[config.mk]
export PLATFORM = sky130hd
export DESIGN_NAME = dram_arbiter
export DESIGN_NICKNAME = d
export VERILOG_FILES = /design/src/rtl/dram_arbiter_pkg.sv /design/src/rtl/dram_arbiter_rr_grant.sv /design/src/rtl/dram_arbiter.sv
export SDC_FILE = /design/constraint.sdc
export NUM_CORES = 1
export LEC_CHECK = 0
export ABC_AREA = 1
export BUFFER_PORTS_ARGS = -buffer_cell sky130_fd_sc_hd__buf_2
export CAP_MARGIN = 20
export CELL_PAD_IN_SITES_DETAIL_PLACEMENT = 1
export CELL_PAD_IN_SITES_GLOBAL_PLACEMENT = 2
export CORE_ASPECT_RATIO = 1.1
export CORE_MARGIN = 2
export CORE_UTILIZATION = 10
export CTS_BUF_LIST = sky130_fd_sc_hd__clkbuf_16
export DETAILED_ROUTE_END_ITERATION = 16
export PLACE_DENSITY_LB_ADDON = 0.12
export SLEW_MARGIN = 20
export SYNTH_ARGS = -nofsm -noshare
export SYNTH_HDL_FRONTEND = slang
export SYNTH_SLANG_ARGS = --single-unit
[constraint.sdc]
create_clock -name clk -period 1.6 [get_ports clk]
set_input_delay 0.08 -clock clk [delete_from_list [all_inputs] [get_ports clk]]
set_output_delay 0.08 -clock clk [all_outputs]
set_load 0.005 [all_outputs]
[src/rtl/dram_arbiter_pkg.sv]
`default_nettype none
// ============================================================================
// Module      : dram_arb_pkg
// Description : Shared constants, index-width helper and read-tag type for
//               the data-RAM arbiter and the bus-fabric round-robin pickers.
// Revision    : 1.0 - initial release
// ============================================================================
package dram_arb_pkg;

    // Default geometry of the on-chip data RAM (512 x 32)
    localparam int C_DEF_ADDR_W = 9;
    localparam int C_DEF_DATA_W = 32;

    // Largest supported requester count and the tag width that covers it
    localparam int C_MAX_MASTERS = 4;
    localparam int C_TAG_W       = 2;

    // Read tag: identifies which master a returning read belongs to
    typedef logic [C_TAG_W-1:0] rd_tag_t;

    // Width of a binary master index; never less than one bit
    function automatic int idx_width(input int n);
        int w;
        w = 1;
        while ((1 << w) < n) begin
            w = w + 1;
        end
        return w;
    endfunction

endpackage : dram_arb_pkg
`default_nettype wire

[src/rtl/dram_arbiter_rr_grant.sv]
`default_nettype none
// ============================================================================
// Module      : rr_grant
// Description : Pure combinational round-robin picker. Grants the first
//               requester at or after i_ptr, wrapping modulo N_REQ. Produces
//               a one-hot grant, its binary index and an any-grant flag.
// Revision    : 1.0 - initial release
// ============================================================================
module rr_grant #(
    parameter int N_REQ = 2,
    parameter int IDX_W = 1
) (
    input  logic [N_REQ-1:0] i_req,
    input  logic [IDX_W-1:0] i_ptr,
    output logic [N_REQ-1:0] o_gnt,
    output logic [IDX_W-1:0] o_idx,
    output logic             o_any
);

    // Requester count expressed at the width of the wrap arithmetic
    localparam logic [IDX_W:0] C_N = (IDX_W+1)'(N_REQ);

    logic [IDX_W:0] w_cand;

    // Scan requesters starting at the pointer; first hit wins
    always_comb begin
        o_gnt  = '0;
        o_idx  = '0;
        o_any  = 1'b0;
        w_cand = '0;
        for (int k = 0; k < N_REQ; k++) begin
            // ptr < N_REQ and k < N_REQ, so one subtraction wraps the sum
            w_cand = {1'b0, i_ptr} + (IDX_W+1)'(k);
            if (w_cand >= C_N) begin
                w_cand = w_cand - C_N;
            end
            if (!o_any && i_req[w_cand[IDX_W-1:0]]) begin
                o_any                     = 1'b1;
                o_gnt[w_cand[IDX_W-1:0]]  = 1'b1;
                o_idx                     = w_cand[IDX_W-1:0];
            end
        end
    end

endmodule : rr_grant
`default_nettype wire

[src/rtl/dram_arbiter.sv]
`default_nettype none
// ============================================================================
// Module      : dram_arbiter
// Description : Round-robin Avalon-MM arbiter sharing the single-port data
//               RAM between NUM_MASTERS requesters. One command per cycle is
//               forwarded combinationally to the RAM; read data returns one
//               cycle later tagged with a one-hot readdatavalid.
// Revision    : 1.0 - initial release
// ============================================================================
module dram_arbiter
    import dram_arb_pkg::*;
#(
    parameter int NUM_MASTERS = 2,
    parameter int ADDR_W      = C_DEF_ADDR_W,
    parameter int DATA_W      = C_DEF_DATA_W
) (
    input  logic                          clk,
    input  logic                          reset_n,
    // Master side
    input  logic [NUM_MASTERS*ADDR_W-1:0]     m_address,
    input  logic [NUM_MASTERS-1:0]            m_read,
    input  logic [NUM_MASTERS-1:0]            m_write,
    input  logic [NUM_MASTERS*DATA_W/8-1:0]   m_byteenable,
    input  logic [NUM_MASTERS*DATA_W-1:0]     m_writedata,
    output logic [NUM_MASTERS-1:0]            m_waitrequest,
    output logic [DATA_W-1:0]                 m_readdata,
    output logic [NUM_MASTERS-1:0]            m_readdatavalid,
    // Freeze control
    input  logic                          hold_req,
    // RAM side
    output logic [ADDR_W-1:0]             ram_address,
    output logic [DATA_W/8-1:0]           ram_byteenable,
    output logic [DATA_W-1:0]             ram_writedata,
    output logic                          ram_chipselect,
    output logic                          ram_write,
    output logic                          ram_clken,
    input  logic [DATA_W-1:0]             ram_readdata,
    // Status
    output logic                          err_rw
);

    localparam int C_BE_W  = DATA_W / 8;
    localparam int C_IDX_W = idx_width(NUM_MASTERS);
    localparam logic [C_IDX_W-1:0] C_LAST_IDX = C_IDX_W'(NUM_MASTERS - 1);

    // ------------------------------------------------------------------------
    // State
    // ------------------------------------------------------------------------
    logic [C_IDX_W-1:0] r_rr_ptr;
    logic               r_rd_pend;
    rd_tag_t            r_rd_tag;
    logic               r_err_rw;

    // ------------------------------------------------------------------------
    // Grant path
    // ------------------------------------------------------------------------
    logic [NUM_MASTERS-1:0] w_req;
    logic [NUM_MASTERS-1:0] w_req_eff;
    logic [NUM_MASTERS-1:0] w_gnt;
    logic [C_IDX_W-1:0]     w_gnt_idx;
    logic                   w_gnt_any;
    logic                   w_gnt_write;
    logic                   w_gnt_read;
    logic [C_IDX_W-1:0]     w_ptr_nxt;
    logic                   w_rw_conflict;

    // Requests are masked while frozen or while reset is applied, so no
    // command reaches the RAM and every master sees waitrequest
    always_comb begin
        w_req     = m_read | m_write;
        w_req_eff = (hold_req || !reset_n) ? '0 : w_req;
    end

    rr_grant #(
        .N_REQ (NUM_MASTERS),
        .IDX_W (C_IDX_W)
    ) u_rr_grant (
        .i_req (w_req_eff),
        .i_ptr (r_rr_ptr),
        .o_gnt (w_gnt),
        .o_idx (w_gnt_idx),
        .o_any (w_gnt_any)
    );

    // Classify the granted command; a read+write combination is a write
    always_comb begin
        w_gnt_write   = |(w_gnt & m_write);
        w_gnt_read    = |(w_gnt & m_read & ~m_write);
        w_ptr_nxt     = (w_gnt_idx == C_LAST_IDX) ? '0 : (w_gnt_idx + 1'b1);
        w_rw_conflict = |(m_read & m_write);
    end

    // ------------------------------------------------------------------------
    // RAM command mux: one-hot grant selects the master's slice, else zero
    // ------------------------------------------------------------------------
    logic [ADDR_W-1:0] w_addr;
    logic [C_BE_W-1:0] w_be;
    logic [DATA_W-1:0] w_wdata;

    // Select address/byteenable/writedata of the granted master
    always_comb begin
        w_addr  = '0;
        w_be    = '0;
        w_wdata = '0;
        for (int i = 0; i < NUM_MASTERS; i++) begin
            if (w_gnt[i]) begin
                w_addr  = m_address[i*ADDR_W +: ADDR_W];
                w_be    = m_byteenable[i*C_BE_W +: C_BE_W];
                w_wdata = m_writedata[i*DATA_W +: DATA_W];
            end
        end
    end

    // ------------------------------------------------------------------------
    // Sequential state
    // ------------------------------------------------------------------------

    // Advance the pointer past the winner; hold when nothing is granted
    always_ff @(posedge clk or negedge reset_n) begin
        if (!reset_n) begin
            r_rr_ptr <= '0;
        end else if (w_gnt_any) begin
            r_rr_ptr <= w_ptr_nxt;
        end
    end

    // Track the single outstanding read; it lives exactly one cycle and a
    // reset discards it before it can be reported
    always_ff @(posedge clk or negedge reset_n) begin
        if (!reset_n) begin
            r_rd_pend <= 1'b0;
            r_rd_tag  <= '0;
        end else begin
            r_rd_pend <= w_gnt_read;
            if (w_gnt_read) begin
                r_rd_tag <= rd_tag_t'(w_gnt_idx);
            end
        end
    end

    // Sticky flag for any master driving read and write together
    always_ff @(posedge clk or negedge reset_n) begin
        if (!reset_n) begin
            r_err_rw <= 1'b0;
        end else if (w_rw_conflict) begin
            r_err_rw <= 1'b1;
        end
    end

    // ------------------------------------------------------------------------
    // Outputs
    // ------------------------------------------------------------------------

    // Drive RAM port and master handshake from the current grant
    always_comb begin
        m_waitrequest  = ~w_gnt;
        ram_address    = w_addr;
        ram_byteenable = w_be;
        ram_writedata  = w_wdata;
        ram_chipselect = w_gnt_any;
        ram_write      = w_gnt_write;
        ram_clken      = ~hold_req;
        err_rw         = r_err_rw;
        // RAM q is only meaningful in the cycle after a granted read
        m_readdata     = r_rd_pend ? ram_readdata : '0;
    end

    // Decode the pending tag into the one-hot valid vector
    for (genvar gi = 0; gi < NUM_MASTERS; gi++) begin : g_rdv
        assign m_readdatavalid[gi] = r_rd_pend && (r_rd_tag == rd_tag_t'(gi));
    end

endmodule : dram_arbiter
`default_nettype wire
==> summary.md, run 1 <==
| Metric | Value |
|---|---|
| TritonCTS Buffers | 3 |
| Synthesized net count | 386 |
| Crit path max fanout | 46 |
| # DRC | 0 |
| Distinct cell type count after synthesis | 18 |
| R2r setup slk | 0.40 ns |
| TNS Setup | 0 ns |
| Max Cap Viol | 0 |
| Core area | 11900 µm² |
| Synth Instances | 257 |
| Critical Path End | ram_address[4] |
| Die Y-Extent | 119 µm |
| Post-layout min period | 1.43 ns |
| Dpl ws | 0.289 ns |
| H-tree Lvls | 1 |
| Critical Setup Path Class | reg -> out |
| Worst setup margin | 0.165 ns |
| GRT Overall Usage | 0.102 |
| Initial antenna violation count | 0 |
| Outcome | finished, final reports clean |
| Tcrit/Tclk final | 0.897 |
| Filler Cells Inserted | 1596 |
| Clk pin slew, worst setup/hold paths | 0.03 ns |
| Hpwl dp | 6040 µm |
| Root Driver | clkbuf_16 |
| Pleak | 1.86 nW |
| Setup crit end kind | primary output |
| Worst Reg2Reg Path Length in Cells | 4 |
| DRT Pass-1 Iters | 3 |
| # diodes | 0 |
| Setup repair after global routing missed its margin | false |
| Startpoint type of the worst setup path | register |
| Worst-skew pair later-pin latency | 0.22 ns |
| Initial core utilization | 0.102 |
| Most frequently used flop master after synthesis | dfrtp_1 |
| Register area share after synthesis | 0.0826 |
| Synth Area per Inst | 4.72 µm² |
| Origin of the worst setup path | r_rr_ptr |
| CTS tree | built |
| Post-synth EDFFs | 0 |
| Via Count | 2271 |
| Maximum VDD drop | 0.230 mV |
| Arrival time at the worst endpoint | 1.35 ns |
| Final hold slack | 0.146 ns |
| Final setup fails | 0 |
| Sink Count | 4 |
| Power, Total | 1.03 mW |
| DR vias/cell | 3.69 |
| Initial DRC Count | 59 |
| Least-Margin Pin Slew | 0.327 ns |
| # rows | 42 |
| Clock skew | 0.00158 ns |
| DIE AREA | 13000 µm² |
| DR WL/cell | 11.7 µm |
| Hold Violations, Final | 0 |
| Die X | 109 µm |
| Max Fclk | 0.697 GHz |
| Slew margin rel. | 0.782 |
| GP Congestion | 0.722 |
| PwrDens | 417 nW/µm² |
| Reg-to-Reg Start | r_rr_ptr |
| Required @ worst endpoint | 1.52 ns |
| Final net count | 592 |
| Asr flop ratio synth | 1.00 |
| Slew Viols, Final | 0 |
| Yosys warnings | 0 |
| Most frequent cells in the layout | buf_2 (213), nand2_1 (127), nand3_1 (47), inv_1 (41), nor2_1 (6) |
| Finished Core Util | 0.208 |
| Vias in the first global route | 2249 |
| Clock Path Buffers | 2 |
| Layout cells sized above 1 | 0.492 |
| Largest net degree at the start of global routing | 47 |
| ANT nets after route | 0 |
| HP Class | in -> reg |
| Synthesized area | 1210 µm² |
| Leading cell type in the layout, fill and taps excluded | buf_2 |
| Post-Route WL | 7180 µm |
| Worst hold path depth | 3 |
| Area growth syn-to-layout | 105% |
| Io pins | 214 |
| Remaining global-route overflow | 0 |
| Global-route wire length before repair | 10800 µm |
| RR Endpoint | r_rd_pend |
| Port Buf Inserts | 213 |
| Flops & latches, synth | 4 |
## metal layers
layer,wire (µm),part of all wire,up-vias,GRT usage
met3,719,0.10,2,0.0285
met4,19,0.0026,0,0.0120
li1,-,-,1179,-
met1,2500,0.35,984,0.103
met2,3940,0.55,106,0.207
met5,0,0,-,0
## state kept, by name, indices dropped and copies added, names as in the netlist
name,cells
err_rw,1
r_rd_pend,1
r_rd_tag,1
r_rr_ptr,1
## per-stage QoR
step                instance area (µm²)  std cells
detailed placement                 2380        611
CTS                                2460        615
global placement                   2380        611
finish                             2480        615
global route                       2480        615
floorplan                          1210        257
## power by group
group / switching, mW / leakage, nW / internal, mW / total (mW)
Combinational: 0.265 / 1.78 / 0.258 / 0.522
Clock: 0.0666 / 0.0370 / 0.319 / 0.386
Sequential: 0.0113 / 0.0457 / 0.115 / 0.126
Total: 0.343 / 1.86 / 0.691 / 1.03
## area by class of cell
class | instances | area (µm²) | share of cell area
clock buffer | 3 | 75.1 | 0.0303
sequential | 4 | 100 | 0.0404
multi-input combinational | 192 | 817 | 0.329
tap | 154 | 193 | 0.0777
timing repair buffer | 219 | 1120 | 0.452
inverter | 43 | 174 | 0.0701
## kinds of logic (layout without fill, tap and decap cells)
kind of cell	after synthesis	count (layout)	synth area share
buf+inv	61	265	0.250
flops	4	4	0.0826
simple gates	185	185	0.639
compound gates	7	7	0.0289
## timing repair
item / 4_1_cts / 5_1_grt
resized for setup: 0 / 4
hold buffers: 1 / 0
endpoints found under the setup margin: 0 / 23
setup buffers: 0 / 0
endpoints found under the hold margin: 4 / 0
## Yosys cell counts (3+ instances only)
cell type    n  share of area
nand2_1    127           0.39
nand3_1     47           0.19
inv_1       41           0.13
nor2_1       7          0.022
buf_4        6          0.037
buf_6        6          0.056
clkbuf_1     5          0.015
dfrtp_1      4          0.083
a21oi_1      3          0.012
o21ai_0      3          0.012
## worst max-delay path: stages (launching register included)
cell and delay [ns]:
dfrtp_1 0.37, nand3_1 0.14, nand2_4 0.14, clkinv_8 0.17, nand2_1 0.12, nand2_1 0.05, buf_2 0.12
## worst min path at each step
| stage | startpoint | to | slack, ns |
|---|---|---|---|
| 6_report | m_read[1] | err_rw | 0.15 |
| 5_1_grt | m_read[1] | err_rw | 0.17 |
| 4_1_cts | m_read[1] | err_rw | 0.16 |
| 3_5_place_dp | reset_n | r_rr_ptr | -0.09 |
| 3_3_place_gp | reset_n | r_rd_pend | -0.09 |
| 2_1_floorplan | reset_n | err_rw | -0.22 |
(Power assumes the default switching activity.)
==> run 2: changes to the inputs <==
--- a/config.mk
+++ b/config.mk
@@ -11,7 +11,6 @@
 export CELL_PAD_IN_SITES_DETAIL_PLACEMENT = 1
 export CELL_PAD_IN_SITES_GLOBAL_PLACEMENT = 2
 export CORE_ASPECT_RATIO = 1.1
-export CORE_MARGIN = 2
 export CORE_UTILIZATION = 10
 export CTS_BUF_LIST = sky130_fd_sc_hd__clkbuf_16
 export DETAILED_ROUTE_END_ITERATION = 16
==> constraint.sdc (replaced) <==
create_clock -name clk -period 1.6 [get_ports clk]
set_input_delay 0.24 -clock clk [delete_from_list [all_inputs] [get_ports clk]]
set_output_delay 0.24 -clock clk [all_outputs]
set_load 0.005 [all_outputs]
==> run 2 against run 1 <==
  * Flip-flop and latch count is the same
  * Combinational power grew 15%
  * First-iteration DRC count grew 8.5%
  * Clock skew shrank 0.0014 ns
  * Total power grew 8.5%
  * Via count grew 2.8%
  * Largest power group unchanged
  * Sequential share of layout area shrank 0.33 points
  * The run now ends with setup timing left
  * Clock power grew 2%
  * Clock-buffer cell count is the same
  * Register-to-register slack is essentially flat
  * Final cell count grew 0.81%
==> summary.md, run 2 (synthesis gave the netlist of run 1 again) <==
| Metric | Value |
|---|---|
| Clock skew | 0.000190 ns (-0.00139 ns) |
| Layout cells sized above 1 | 0.532 (+0.0395) |
| Clock Path Buffers | 2 (unchanged) |
| HP Class | in -> reg |
| Port Buf Inserts | 213 (unchanged) |
| Post-Route WL | 7650 µm (+6.6%) |
| Final net count | 601 (+1.5%) |
| DR vias/cell | 3.77 (+2.0%) |
| Failing checks | setup timing |
| GRT Overall Usage | 0.115 (+0.0127) |
| Initial core utilization | 0.104 (+0.00248) |
| Root Driver | clkbuf_16 |
| # rows | 41 (-2.4%) |
| Post-layout min period | 1.65 ns (+0.220 ns) |
| Pleak | 1.95 nW (+4.8%) |
| Setup repair after global routing missed its margin | true |
| Slowest cell on crit path | dfrtp_1 |
| Hpwl dp | 6030 µm (-0.32%) |
| Cell Chain, Critical Path | nand3b_1 -> buf_6 -> buf_4 -> nand2_2 -> o21ai_2 -> buf_2 |
| # DRC | 0 (unchanged) |
| Worst-skew pair later-pin latency | 0.23 ns (about the same) |
| Setup crit end kind | primary output |
| Leading cell type in the layout, fill and taps excluded | buf_2 |
| Slew margin rel. | 0.817 (+0.0349) |
| Finished Core Util | 0.232 (+0.0243) |
| Critical Setup Path Class | reg -> out |
| Power, Total | 1.12 mW (+8.5%) |
| Hold Violations, Final | 0 (unchanged) |
| Max Fclk | 0.604 GHz (-13%) |
| Remaining global-route overflow | 0 (unchanged) |
| DRT Pass-1 Iters | 4 (+1) |
| DR WL/cell | 12.3 µm (+5.7%) |
| Startpoint type of the worst setup path | register |
| Initial antenna violation count | 0 (unchanged) |
| TritonCTS Buffers | 3 (unchanged) |
| Global-route wire length before repair | 11500 µm (+7.3%) |
| TNS Setup | -0.576 ns (-0.576 ns) |
| Most frequent cells in the layout | buf_2 (212), nand2_1 (125), inv_1 (41), nand3_1 (36), nand3_2 (10) |
| Vias in the first global route | 2309 (+2.7%) |
| Io pins | 214 (unchanged) |
| Die Y-Extent | 117 µm (-1.7%) |
| Crit path max fanout | 4 (-91%) |
| Tcrit/Tclk final | 1.03 (+0.137) |
| Max Cap Viol | 0 (unchanged) |
| Via Count | 2335 (+2.8%) |
| Sink Count | 4 (unchanged) |
| Least-Margin Pin Slew | 0.273 ns (-0.0534 ns) |
| Die X | 107 µm (-1.8%) |
| Clk pin slew, worst setup/hold paths | 0.03 ns (about the same) |
| Initial DRC Count | 64 (+8.5%) |
| GP Congestion | 0.729 (+0.96%) |
| Worst setup margin | -0.0545 ns (-0.220 ns) |
| Core area | 11600 µm² (-2.4%) |
| Cell family with most CP delay | buffers and inverters |
| ANT nets after route | 0 (unchanged) |
| Final setup fails | 36 (+36) |
| Area growth syn-to-layout | 123% |
| Slew Viols, Final | 0 (unchanged) |
| H-tree Lvls | 1 (unchanged) |
| Arrival time at the worst endpoint | 1.41 ns (+0.06 ns) |
| PwrDens | 415 nW/µm² (-0.52%) |
| Maximum VDD drop | 0.287 mV (+25%) |
| CP peak stage delay | 0.40 ns (+0.03 ns) |
| Outcome | finished, violations left |
| DIE AREA | 12600 µm² (-3.5%) |
| CTS tree | built |
| Required @ worst endpoint | 1.36 ns (-0.16 ns) |
| Largest net degree at the start of global routing | 46 (-2.1%) |
| CP bufs+invs | 3 (+1) |
| # diodes | 0 (unchanged) |
[run 2: cell types whose count changed in the layout (fill, tap and decap cells not counted), moves of 2 or more]
cell,previous run,this run
nand2_1,127,125
nand3_1,47,36
buf_12,0,6
nand3_2,0,10
nand2_2,1,3
buf_4,4,6
buf_6,0,2
[run 2: stage by stage]
step	instance area, µm²	cells	setup slack, ns	hold WS, ns
5_1_grt	2700	620	-0.108	0.309
3_5_place_dp	2470	612	0.0258	0.185
2_1_floorplan	1210	257	0.393	-0.0556
6_report	2700	620	-0.0545	0.279
3_3_place_gp	2470	612	0.0398	0.168
4_1_cts	2620	620	-0.0435	0.289
[run 2: power breakdown]
group | switching, mW | internal [mW] | leakage [nW] | total (mW)
sequential | 0.0127 | 0.115 | 0.0457 | 0.128
combinational | 0.293 | 0.308 | 1.87 | 0.601
clock | 0.0740 | 0.320 | 0.0370 | 0.394
[run 2: what timing repair did]
action	CTS	global route
hold buffers	1	0
setup endpoints to repair	46	46
gates cloned	1	1
endpoints found under the hold margin	4	0
gates resized for setup	3	22
buffers inserted	3	1
[run 2: layout make-up]
type / count / area [µm²]
Fill cell: 1562 / 8940
Timing Repair Buffer: 228 / 1280
Multi-Input combinational cell: 192 / 888
Tap cell: 150 / 188
Inverter: 43 / 169
Sequential cell: 4 / 100
Clock buffer: 3 / 75.1
[run 2: final timing paths]
| check | startpoint | endpoint | slack (ns) | cells after the start |
|---|---|---|---|---|
| hold reg to reg | err_rw | err_rw | 0.48 | 2 |
| setup reg to reg | r_rr_ptr | r_rd_pend | 0.40 | 5 |
| setup / recovery | r_rr_ptr | ram_write | -0.05 | 6 |
| hold / removal | m_read[1] | err_rw | 0.28 | 3 |
| min in group asynchronous | reset_n | err_rw | 0.48 | 3 |
| max in group asynchronous | reset_n | r_rd_pend | 1.02 | 3 |
[run 2: per-layer routing]
metal  GRT usage  up-vias  wire length [µm]
met4      0.0342        0                97
li1            -     1195                 -
met2       0.231      129              4090
met5           0        -                 0
met3      0.0277        6               758
met1       0.113     1005              2710
[run 2: worst register-to-register path: stages, from the launching register on]
cell and delay (ns):
dfrtp_1 0.40, nand3b_1 0.18, buf_6 0.16, buf_4 0.14, nand3_1 0.08, o21ai_0 0.11
